<file path="src/rtl/tile_pkg.sv">
// Shared constants and map-entry field layout for the tile background renderer.
// Field positions depend only on the tileset geometry, so they are exposed as functions of it.
package tile_pkg;

  localparam int LATENCY = 3;
  localparam logic [11:0] KEY_COLOR_DEFAULT = 12'h00f;

  // Map entry layout: [col | row | x_flip | y_flip | enable], col at bit 0.
  function automatic int f_row_lsb(input int col_bits);
    return col_bits;
  endfunction

  function automatic int f_xflip_bit(input int col_bits, input int row_bits);
    return col_bits + row_bits;
  endfunction

  function automatic int f_yflip_bit(input int col_bits, input int row_bits);
    return col_bits + row_bits + 1;
  endfunction

  function automatic int f_enable_bit(input int col_bits, input int row_bits);
    return col_bits + row_bits + 2;
  endfunction

endpackage

</file>
<file path="src/rtl/scroll_shadow_regs.sv">
// Pending/active scroll register pair; pending is written any time, active
// only follows it at frame start so a frame is never drawn with mixed scroll.
module scroll_shadow_regs #(
  parameter int SXW = 10,
  parameter int SYW = 9
) (
  input  logic           clk,
  input  logic           reset,
  input  logic           frame_start,
  input  logic           scroll_we,
  input  logic [SXW-1:0] scroll_x_in,
  input  logic [SYW-1:0] scroll_y_in,
  output logic [SXW-1:0] active_x,
  output logic [SYW-1:0] active_y
);

  logic [SXW-1:0] pending_x_reg, active_x_reg;
  logic [SYW-1:0] pending_y_reg, active_y_reg;

  // A write coinciding with frame_start lands in pending only; active
  // captures the value pending held before this edge.
  always_ff @(posedge clk or posedge reset) begin
    if (reset) begin
      pending_x_reg <= '0;
      pending_y_reg <= '0;
      active_x_reg  <= '0;
      active_y_reg  <= '0;
    end else begin
      if (frame_start) begin
        active_x_reg <= pending_x_reg;
        active_y_reg <= pending_y_reg;
      end
      if (scroll_we) begin
        pending_x_reg <= scroll_x_in;
        pending_y_reg <= scroll_y_in;
      end
    end
  end

  assign active_x = active_x_reg;
  assign active_y = active_y_reg;

endmodule

</file>
<file path="src/rtl/tile_scroll_engine.sv">
// Pipelined tile-map background renderer: raster coordinate -> map RAM -> tileset ROM
// -> registered pixel, fixed three-cycle latency, wrapping X/Y scroll below a static band.
module tile_scroll_engine
  import tile_pkg::*;
#(
  parameter int TILE_W    = 16,
  parameter int TILE_H    = 16,
  parameter int MAP_COLS  = 64,
  parameter int MAP_ROWS  = 32,
  parameter int TSET_COLS = 8,
  parameter int TSET_ROWS = 8,
  parameter int SPLIT_Y   = 101,
  parameter int COLOR_W   = 12,
  parameter logic [COLOR_W-1:0] KEY_COLOR = COLOR_W'(KEY_COLOR_DEFAULT),
  localparam int SXW = $clog2(MAP_COLS * TILE_W),
  localparam int SYW = $clog2(MAP_ROWS * TILE_H),
  localparam int AW  = $clog2(MAP_COLS * MAP_ROWS),
  localparam int RXW = $clog2(TSET_COLS * TILE_W),
  localparam int RYW = $clog2(TSET_ROWS * TILE_H)
) (
  input  logic               clk,
  input  logic               reset,
  input  logic               video_on,
  input  logic [9:0]         x,
  input  logic [9:0]         y,
  input  logic               frame_start,
  input  logic               scroll_we,
  input  logic [SXW-1:0]     scroll_x_in,
  input  logic [SYW-1:0]     scroll_y_in,
  output logic [AW-1:0]      ram_addr,
  input  logic [15:0]        ram_data,
  output logic [RXW-1:0]     rom_x,
  output logic [RYW-1:0]     rom_y,
  input  logic [COLOR_W-1:0] rom_data,
  output logic               pixel_on,
  output logic [COLOR_W-1:0] color
);

  localparam int TWB     = $clog2(TILE_W);
  localparam int THB     = $clog2(TILE_H);
  localparam int CB      = $clog2(TSET_COLS);
  localparam int RB      = $clog2(TSET_ROWS);
  localparam int ROW_LSB = f_row_lsb(CB);
  localparam int XF_BIT  = f_xflip_bit(CB, RB);
  localparam int YF_BIT  = f_yflip_bit(CB, RB);
  localparam int EN_BIT  = f_enable_bit(CB, RB);
  localparam logic [9:0] SPLIT_Y_V = 10'(SPLIT_Y);

  logic [SXW-1:0] active_x;
  logic [SYW-1:0] active_y;

  scroll_shadow_regs #(
    .SXW(SXW),
    .SYW(SYW)
  ) u_shadow (
    .clk        (clk),
    .reset      (reset),
    .frame_start(frame_start),
    .scroll_we  (scroll_we),
    .scroll_x_in(scroll_x_in),
    .scroll_y_in(scroll_y_in),
    .active_x   (active_x),
    .active_y   (active_y)
  );

  // Stage 0: effective map coordinate; the wrap is plain truncation to register width.
  logic [SXW-1:0] px;
  logic [SYW-1:0] py;

  always_comb begin
    px = SXW'(x);
    py = SYW'(y);
    if (y >= SPLIT_Y_V) begin
      px = SXW'(x) + active_x;
      py = SYW'(y) + active_y;
    end
  end

  assign ram_addr = {py[SYW-1:THB], px[SXW-1:TWB]};

  logic [TWB-1:0] fx_reg;
  logic [THB-1:0] fy_reg;
  logic           von1_reg;
  logic           en2_reg, von2_reg;
  logic           pixel_on_reg;
  logic [COLOR_W-1:0] color_reg;

  // Stage 1: tileset address. Inverting every bit of a power-of-two offset
  // gives TILE-1-offset, so each flip is a per-bit XOR.
  logic           x_flip, y_flip, tile_en;
  logic [TWB-1:0] fx_eff;
  logic [THB-1:0] fy_eff;
  logic           unused_ram_bits;

  assign x_flip  = ram_data[XF_BIT];
  assign y_flip  = ram_data[YF_BIT];
  assign tile_en = ram_data[EN_BIT];
  assign unused_ram_bits = ^ram_data;

  genvar gi;
  generate
    for (gi = 0; gi < TWB; gi++) begin : g_fx
      assign fx_eff[gi] = fx_reg[gi] ^ x_flip;
    end
    for (gi = 0; gi < THB; gi++) begin : g_fy
      assign fy_eff[gi] = fy_reg[gi] ^ y_flip;
    end
  endgenerate

  assign rom_x = {ram_data[CB-1:0], fx_eff};
  assign rom_y = {ram_data[ROW_LSB +: RB], fy_eff};

  // Stage 2 -> 3: key test on the ROM pixel.
  logic               pixel_on_next;
  logic [COLOR_W-1:0] color_next;

  always_comb begin
    pixel_on_next = von2_reg & en2_reg & (rom_data != KEY_COLOR);
    color_next    = pixel_on_next ? rom_data : '0;
  end

  always_ff @(posedge clk or posedge reset) begin
    if (reset) begin
      fx_reg       <= '0;
      fy_reg       <= '0;
      von1_reg     <= 1'b0;
      en2_reg      <= 1'b0;
      von2_reg     <= 1'b0;
      pixel_on_reg <= 1'b0;
      color_reg    <= '0;
    end else begin
      fx_reg       <= px[TWB-1:0];
      fy_reg       <= py[THB-1:0];
      von1_reg     <= video_on;
      en2_reg      <= tile_en;
      von2_reg     <= von1_reg;
      pixel_on_reg <= pixel_on_next;
      color_reg    <= color_next;
    end
  end

  assign pixel_on = pixel_on_reg;
  assign color    = color_reg;

endmodule

</file>
<file path="config.mk">
export PLATFORM = sky130hd
export DESIGN_NAME = tile_scroll_engine
export DESIGN_NICKNAME = d
export VERILOG_FILES = /design/src/rtl/tile_pkg.sv /design/src/rtl/scroll_shadow_regs.sv /design/src/rtl/tile_scroll_engine.sv
export SDC_FILE = /design/constraint.sdc
export NUM_CORES = 1
export LEC_CHECK = 0
export BUFFER_PORTS_ARGS = -buffer_cell sky130_fd_sc_hd__buf_2
export CORE_MARGIN = 3
export CORE_UTILIZATION = 54
export DETAILED_ROUTE_END_ITERATION = 8
export MAX_ROUTING_LAYER = met4
export PLACE_DENSITY = 0.84
export SYNTH_ARGS = -nofsm -noshare
export SYNTH_HDL_FRONTEND = slang
export SYNTH_SLANG_ARGS = --single-unit
</file>
<file path="constraint.sdc">
create_clock -name clk -period 4.1 [get_ports clk]
set_clock_uncertainty 0.1 [all_clocks]
set_input_delay 0 -clock clk [delete_from_list [all_inputs] [get_ports clk]]
set_output_delay 0 -clock clk [all_outputs]
set_load 0.01 [all_outputs]
</file>
==> results of run 1 <==
==> cells by family (layout without fill, tap and decap cells) <==
logic type	Yosys count	after routing	share of synthesized area, %
fa+ha+maj	19	19	7.784
buf+inv	28	163	5.665
flops	62	62	47.78
mux	40	40	13.95
xor+xnor	22	22	5.935
compound gates	46	46	8.979
simple gates	64	64	9.904
==> final cells by class <==
class,instances,area [um^2],area share [%]
well taps,72,90.09,2.071
multi-input cells,191,1520,34.95
clock inverters,5,50.05,1.151
inverters,2,7.507,0.1726
repair buffers,145,998.5,22.96
flip-flops and latches,62,1551,35.67
clock buffers,11,131.4,3.021
==> how the worst min path moves through the flow <==
stage / slack [ps] / cells after the start / from / endpoint
CTS: 20 / 3 / y[9] / fy_reg[2]$_DFF_PP0_
global route: 50 / 3 / y[9] / fy_reg[2]$_DFF_PP0_
floorplan: -70 / 0 / ram_data[8] / en2_reg$_DFF_PP0_
detailed placement: -100 / 0 / ram_data[2] / rom_x[6]
finish: 40 / 3 / y[9] / fx_reg[2]$_DFF_PP0_
global placement: -100 / 0 / ram_data[2] / rom_x[6]
==> power breakdown <==
group          internal (mW)  total (mW)  switching, mW  leakage, nW
registers              0.688       0.728         0.0399        0.748
logic                  0.276       0.543          0.267         1.24
clock network          0.277       0.502          0.225       0.0968
total                   1.24        1.77          0.532         2.08
==> synthesized netlist by cell type (2+ instances only) <==
library cell / count / area share, %
sky130_fd_sc_hd__dfrtp_1: 62 / 48
sky130_fd_sc_hd__mux2_2: 38 / 13
sky130_fd_sc_hd__nand2_1: 24 / 2.8
sky130_fd_sc_hd__buf_4: 17 / 3.9
sky130_fd_sc_hd__ha_1: 17 / 6.6
sky130_fd_sc_hd__and2_1: 13 / 2.5
sky130_fd_sc_hd__nor2_1: 13 / 1.5
sky130_fd_sc_hd__xor2_1: 13 / 3.5
sky130_fd_sc_hd__a21oi_1: 11 / 1.7
sky130_fd_sc_hd__xnor2_1: 9 / 2.4
sky130_fd_sc_hd__o21ai_1: 8 / 1.2
sky130_fd_sc_hd__a21oi_2: 6 / 1.6
sky130_fd_sc_hd__buf_2: 6 / 0.92
sky130_fd_sc_hd__a21o_1: 5 / 1.2
sky130_fd_sc_hd__o21ai_0: 4 / 0.62
sky130_fd_sc_hd__a31oi_1: 3 / 0.58
sky130_fd_sc_hd__a211oi_1: 2 / 0.46
sky130_fd_sc_hd__clkbuf_1: 2 / 0.23
sky130_fd_sc_hd__fa_1: 2 / 1.2
sky130_fd_sc_hd__inv_1: 2 / 0.23
sky130_fd_sc_hd__nand2b_1: 2 / 0.39
sky130_fd_sc_hd__nor3b_1: 2 / 0.46
sky130_fd_sc_hd__o21a_1: 2 / 0.46
sky130_fd_sc_hd__o21bai_1: 2 / 0.46
==> worst reg2reg max path: stages (launching register included) <==
cell and delay, ps:
sky130_fd_sc_hd__dfrtp_1 430, sky130_fd_sc_hd__ha_1 300, sky130_fd_sc_hd__a21o_1 160, sky130_fd_sc_hd__a21oi_1 250, sky130_fd_sc_hd__xor2_1 210, sky130_fd_sc_hd__a21oi_2 70
==> cells in the final DEF, fill, tap and decap left out, drive strengths merged, types with 3 or more instances in the layout <==
cell type,synthesis,final
buf,24,91
dfrtp,62,62
dlygate4sd3,0,54
mux2,39,39
nand2,24,24
ha,17,17
a21oi,17,17
nor2,14,14
xor2,13,13
and2,13,13
o21ai,13,13
clkbuf,2,11
xnor2,9,9
a21o,5,5
clkinv,0,4
a31oi,3,3
==> routing by layer <==
metal | vias up | global-route usage [%]
met4 | 0 | 9.357
li1 | 1219 | -
met5 | - | -
met1 | 1200 | 26.57
met3 | 18 | 4.442
met2 | 82 | 39.29
==> results by group, run 1 <==
Setup path
  • Cell with the largest stage delay on the worst path: sky130_fd_sc_hd__fa_1
  • Worst reg2reg endpoint: fy_reg[3]$_DFF_PP0_
  • Bufs and invs on worst path: 1
  • CP Capture Type: output pin
  • Cell family contributing the most delay on the critical path: compound AO/OA/AOI/OAI gates
  • Internal reg-to-reg setup slack: 2430 ps
  • Critical path class: register to output pin
  • Worst reg2reg path startpoint: u_shadow.active_y[1]$_DFFE_PP0P_
  • Critical path depth: 9
  • Crit path required time: around 4000 ps
  • CP startpoint kind: register
  • Worst path cell trace: ha_1, fa_1, a21o_1, a21oi_1, o21ai_1, a31oi_1, xor2_1, o21ai_1, buf_2
  • Data arrival at the endpoint of the critical path: about 2600 ps
  • Delay of the slowest critical-path stage: 420 ps
  • Worst reg2reg path depth: 5
  • Biggest fanout along the worst timing path: 3
  • Worst Setup EP: ram_addr[4]
  • Most frequent cell on the critical path: sky130_fd_sc_hd__o21ai_1
  • CP startpoint: u_shadow.active_x[0]$_DFFE_PP0P_

Layout
  • Number of antenna repair diodes: 0
  • Count of placed standard cells in the final layout, fillers left out: 488
  • P&R area growth vs syn: 33.95%
  • Number of nets in the final layout: 502
  • Total non-filler cell area in the finished layout: roughly 4300 um^2
  • Ratio of cells with drive above 1 in the final layout: around 37%
  • Flip-flop count of the largest register after layout: 12
  • Total of fill cells in the finished design: 365
  • Fraction of the core area covered by cells at the end of the flow: around three quarters

Detailed routing
  • Total number of vias: 2,519
  • Routed length on met1: 2991 um
  • Initial DRC count: 49
  • Post-Route WL: 7124 um
  • Met2 Wirelength: 3637 um
  • Met3 wirelength from detailed routing: around 360 um
  • Via-to-Cell Ratio: 5.162
  • DR WL/cell: 14.60 um
  • Highest metal layer with signal wires: met4
  • First-pass detailed-route iteration total: 4
  • Number of design rule violations left after detail routing: 0
  • Antenna violation net count after detailed routing: 0

Hold path
  • Kind of path behind the tightest hold check: primary input to register

Global routing
  • Via count of the first global-routing pass: 2,788
  • Total global routing track utilization: between 20% and 30%
  • Maximum number of pins on one net before global-route repair: 63
  • Number of antenna violations at the first check in global routing: 0
  • Global-route wire length before repair: 12,480 um
  • Gr ovfl total: 0

Timing
  • Final Hold Viols: 0
  • Period utilization: between 60% and 70%
  • Count of final setup violators: 0
  • RSZ-0062 raised after global routing: no
  • Final worst hold slack: 36.83 ps
  • Minimum clock period after layout: between 2000 and 3000 ps
  • Final-report max-slew violation count: 0
  • Setup total negative slack: 0 ps
  • Max Fclk: 0.3742 GHz
  • Actual slew at the worst max-slew pin: 999.2 ps
  • Post-layout worst setup margin: about 1400 ps
  • Worst-case headroom to the max-slew limit: roughly 33%

Floorplan
  • Vertical extent of the die: 83.54 um
  • Row cnt: 27
  • Floorplan core area: 5675 um^2
  • Die area: 6979 um^2
  • Initial Util: 57.21%
  • Width of the die: 83.54 um
  • I/O pin total: 110

Clock network
  • Number of sinks on the clock net: 62
  • Post-CTS setup buffer count: 0
  • Clock root cell: sky130_fd_sc_hd__clkbuf_8
  • Clock buffers created by TritonCTS: 9
  • Clock-pin slew on the worst setup and hold paths: around 70 ps
  • TritonCTS clock tree: built
  • Clock latency at the later pin of the worst-skew pair: 330 ps
  • Maximum clock insertion buffer count: 2
  • Number of hold buffers added after cts: 54
  • Cts repair resizes: 0
  • Number of H-tree levels: 3

Synthesis
  • Number of enable flip-flop cells after synthesis: 0
  • Mean cell area of the mapped netlist: 11.55 um^2
  • Mapped Area: 3247 um^2
  • Syn. warnings: 0
  • Synthesized flop and latch total: 62
  • Synthesized instance count: 281
  • Most common flop cell mapped by yosys: sky130_fd_sc_hd__dfrtp_1
  • Sequential element share of the synthesized area: 47.78%
  • Post-Syn Nets: 372
  • Share of synthesized flip-flops with an asynchronous set or reset: 100.0%
  • Unique cell type count in the Yosys netlist: 40

Place
  • Total cell area at the placement stage: ~3600 um^2
  • Number of port buffers: 90
  • Gpl congestion: 0.7838
  • Pre-CTS setup slack: ~1800 ps
  • Dpl cells: roughly 420
  • Dpl hpwl: between 4000 and 5000 um

Pwr
  • Leak Pwr: 2.081 nW
  • Power density of the placed cells: 407.7 nW/um^2
  • Peak supply drop: 0.0002818 V
  • Tot Pwr: between 1.5 and 2 mW

Status
  • Result of the run: finished clean

Run
  • Count of maximum capacitance violations: 0
(Power assumes the default switching activity.)
==> inputs of run 2 (changes only) <==
Settings changed: ABC_AREA from default to 1, CORE_UTILIZATION 54 to 51, PLACE_DENSITY 0.84 to 0.79.
Clock period 4.1 ns to 2.8 ns, I/O delays scaled along.
==> run 2 against run 1 <==
- global-route usage is 0.067 points higher
- synthesized cell count grew 44%
- die area rose by 11%
- combinational power increased by 30%
- sequential share of layout area shrank 0.98 points
- worst hold slack improved by 2.6 ps
- routed wire length up 10%
- non-clock buffer count down 5
- utilization fell by 7.0 points
- cell area rose by 2.8%
- cell count increased by 25%
- critical endpoint is now ram_addr[2]
- largest power group unchanged
==> results by group, run 2 <==
Synthesis
  • Synthesized flop and latch total: 62
  • Synth top area share: 45.42%
  • Share of synthesized flip-flops with an asynchronous set or reset: 100.0%
  • Syn. warnings: 0
  • Most common flop cell mapped by yosys: sky130_fd_sc_hd__dfrtp_1
  • Unique cell type count in the Yosys netlist: 32
  • Most area-consuming cells after synthesis: sky130_fd_sc_hd__dfrtp_1 (45%), sky130_fd_sc_hd__nand2_1 (10%), sky130_fd_sc_hd__ha_1 (6.2%)
  • Number of enable flip-flop cells after synthesis: 0
  • Mean cell area of the mapped netlist: 8.434 um^2
  • Post-Syn Nets: ~500
  • Synthesized instance count: 405
  • Most used standard cell by instance count after synthesis: sky130_fd_sc_hd__nand2_1
  • Sequential element share of the synthesized area: 45.42%
  • Mapped Area: 3416 um^2
  • Most area-hungry cell type in the Yosys netlist: sky130_fd_sc_hd__dfrtp_1
  • Post-synth top cells: sky130_fd_sc_hd__nand2_1 (95), sky130_fd_sc_hd__dfrtp_1 (62), sky130_fd_sc_hd__inv_1 (46)

Global routing
  • Number of antenna violations at the first check in global routing: 0
  • Gr ovfl total: 0
  • Maximum number of pins on one net before global-route repair: 39
  • Global-route wire length before repair: 13,330 um
  • Total global routing track utilization: 23.02%
  • Via count of the first global-routing pass: 3,050

Setup path
  • Data arrival at the endpoint of the critical path: 2040 ps
  • Critical path class: register to output pin
  • Delay of the slowest critical-path stage: roughly 430 ps
  • Worst reg2reg path depth: 4
  • CP startpoint kind: register
  • Internal reg-to-reg setup slack: between 1000 and 1500 ps
  • Worst reg2reg endpoint: fx_reg[2]$_DFF_PP0_
  • Crit path required time: 2700 ps
  • Worst reg2reg path startpoint: u_shadow.active_x[0]$_DFFE_PP0P_
  • Biggest fanout along the worst timing path: 3
  • Cell with the largest stage delay on the worst path: sky130_fd_sc_hd__fa_1
  • CP Capture Type: output pin
  • Most frequent cell on the critical path: sky130_fd_sc_hd__nand3_1
  • Worst path cell trace: ha_1, fa_1, nand3_1, nand2_1, nand3_1, nand3b_1, nand3_1, nand2_1, buf_2

Clock network
  • Clock buffers created by TritonCTS: 9
  • Clock latency at the later pin of the worst-skew pair: between 300 and 400 ps
  • Post-CTS setup buffer count: 0
  • Maximum clock insertion buffer count: 2
  • TritonCTS clock tree: built
  • Number of hold buffers added after cts: 48
  • Cts repair resizes: 0
  • Number of sinks on the clock net: 62
  • Clock-pin slew on the worst setup and hold paths: 70 ps
  • Number of H-tree levels: 3
  • Clock root cell: sky130_fd_sc_hd__clkbuf_8

Timing
  • Period utilization: approximately three quarters
  • Final-report max-slew violation count: 0
  • RSZ-0062 raised after global routing: no
  • Worst-case headroom to the max-slew limit: about three fifths
  • Max Fclk: between 0.4 and 0.5 GHz
  • Actual slew at the worst max-slew pin: ~600 ps
  • Setup total negative slack: 0 ps
  • Final Hold Viols: 0
  • Minimum clock period after layout: 2141 ps
  • Count of final setup violators: 0

Place
  • Gpl congestion: around 0.86
  • Dpl hpwl: 5296 um
  • Number of port buffers: 90

Pwr
  • Psw: 0.7714 mW
  • Proportion of power drawn by combinational gates: 26.8%
  • Relative contribution of sequential cells to total power: 39.4%
  • Tot Pwr: 2.631 mW
  • Peak supply drop: roughly 0.00034 V
  • Clock Power Share: 33.9%
  • Power density of the placed cells: ~590 nW/um^2
  • Switching share of total power: 29.32%
  • Leak Pwr: 2.358 nW
  • Internal power consumption: 1.860 mW

Hold path
  • Kind of path behind the tightest hold check: primary input to register
  • Hold Crit Endpoint: fy_reg[1]$_DFF_PP0_
  • Min-Delay Startpoint: y[9]
  • Hold path depth: 5

Floorplan
  • Floorplan core area: roughly 6400 um^2
  • Row cnt: 29
  • Width of the die: 87.84 um
  • Die area: 7716 um^2
  • I/O pin total: 110
  • Initial Util: 53.19%
  • Vertical extent of the die: 87.84 um

Detailed routing
  • Number of design rule violations left after detail routing: 0
  • Initial DRC count: 160
  • Antenna violation net count after detailed routing: 0
  • Total number of vias: 2,948
  • First-pass detailed-route iteration total: 4
  • DR WL/cell: 12.89 um
  • Post-Route WL: 7849 um
  • Via-to-Cell Ratio: 4.841

Layout
  • Most common cell after layout, fill and taps aside: sky130_fd_sc_hd__nand2_1
  • Flip-flop count of the largest register after layout: 12
  • Total of fill cells in the finished design: between 500 and 600
  • P&R area growth vs syn: 30.92%
  • Ratio of cells with drive above 1 in the final layout: a little under a quarter
  • Number of nets in the final layout: 618
  • Commonest cells after routing, fill and taps aside: sky130_fd_sc_hd__nand2_1 (95), sky130_fd_sc_hd__buf_2 (90), sky130_fd_sc_hd__dfrtp_1 (62)
  • Number of antenna repair diodes: 0

Run
  • Count of maximum capacitance violations: 0

Status
  • Result of the run: finished clean
## run 2: changes by cell type after synthesis, sizes merged, moves of 13 or more
cell | before | now
nand2 | 24 | 98
inv | 2 | 47
mux2 | 39 | 0
nor2 | 14 | 43
nand3 | 1 | 20
o21ai | 13 | 28
a21oi | 17 | 30
and2 | 13 | 0
## run 2: how the worst max path moves through the flow
stage                              to                        startpoint  depth (start not counted)  slack (ps)
final                     ram_addr[2]  u_shadow.active_x[0]$_DFFE_PP0P_                          9         660
after global placement    ram_addr[2]  u_shadow.active_x[0]$_DFFE_PP0P_                         10        1050
after detailed placement  ram_addr[2]  u_shadow.active_x[0]$_DFFE_PP0P_                         10        1020
after floorplan           ram_addr[2]  u_shadow.active_x[0]$_DFFE_PP0P_                          9        1150
after global routing      ram_addr[2]  u_shadow.active_x[0]$_DFFE_PP0P_                         10         500
after CTS                 ram_addr[2]  u_shadow.active_x[0]$_DFFE_PP0P_                         10         640
## run 2: logic make-up after synthesis
logic type | count (synthesis) | synth area share (%)
simple gates | 170 | 21.10
buf+inv | 77 | 11.83
flops | 62 | 45.42
compound gates | 61 | 10.15
fa+ha+maj | 19 | 7.399
xor+xnor | 16 | 4.103
## run 2: layer usage
metal  track usage, %  vias up  part of all wire [%]
li1                 -     1513                     -
met1            26.81     1336                    43
met5                -        -                     0
met3            5.550        9                   5.4
met2            38.90       90                    50
met4            7.810        0                   1.3
## run 2: layout make-up
type | count | area [um^2] | share of cell area, %
Multi-Input combinational cell | 266 | 1460 | 32.65
Tap cell | 77 | 96.34 | 2.154
Timing Repair Buffer | 140 | 945.9 | 21.15
Sequential cell | 62 | 1551 | 34.70
Inverter | 48 | 185.2 | 4.141
Clock inverter | 5 | 81.33 | 1.819
Clock buffer | 11 | 151.4 | 3.386
## run 2: worst max-delay path: cells and delay by family, from the launching register on
kind                       cells  cell delay (ps)
and+or+nand+nor                6              550
buffers and inverters          1              130
DFF                            1              390
adders and majority gates      2              660
## run 2: per-stage QoR
step	hold WS (ps)	worst slack, ps	utilization (%)	instance area (um^2)	cells
after global placement	-99.93	1047	58.52	3759	545
after detailed placement	-99.93	1015	58.52	3759	545
after CTS	33.00	637.6	69.63	4472	609
after floorplan	-68.57	1151	-	3416	405
final	39.43	659.1	69.63	4472	609
after global routing	79.19	499.1	69.63	4472	609
## run 2: power groups by stage
stage	clock network [mW]	registers, mW	logic, mW
floorplan	0	1.04	0.518
global placement	0	1.05	0.627
detailed placement	0	1.05	0.647
CTS	0.912	1.04	0.705
global route	0.956	1.05	0.800
finish	0.891	1.04	0.705
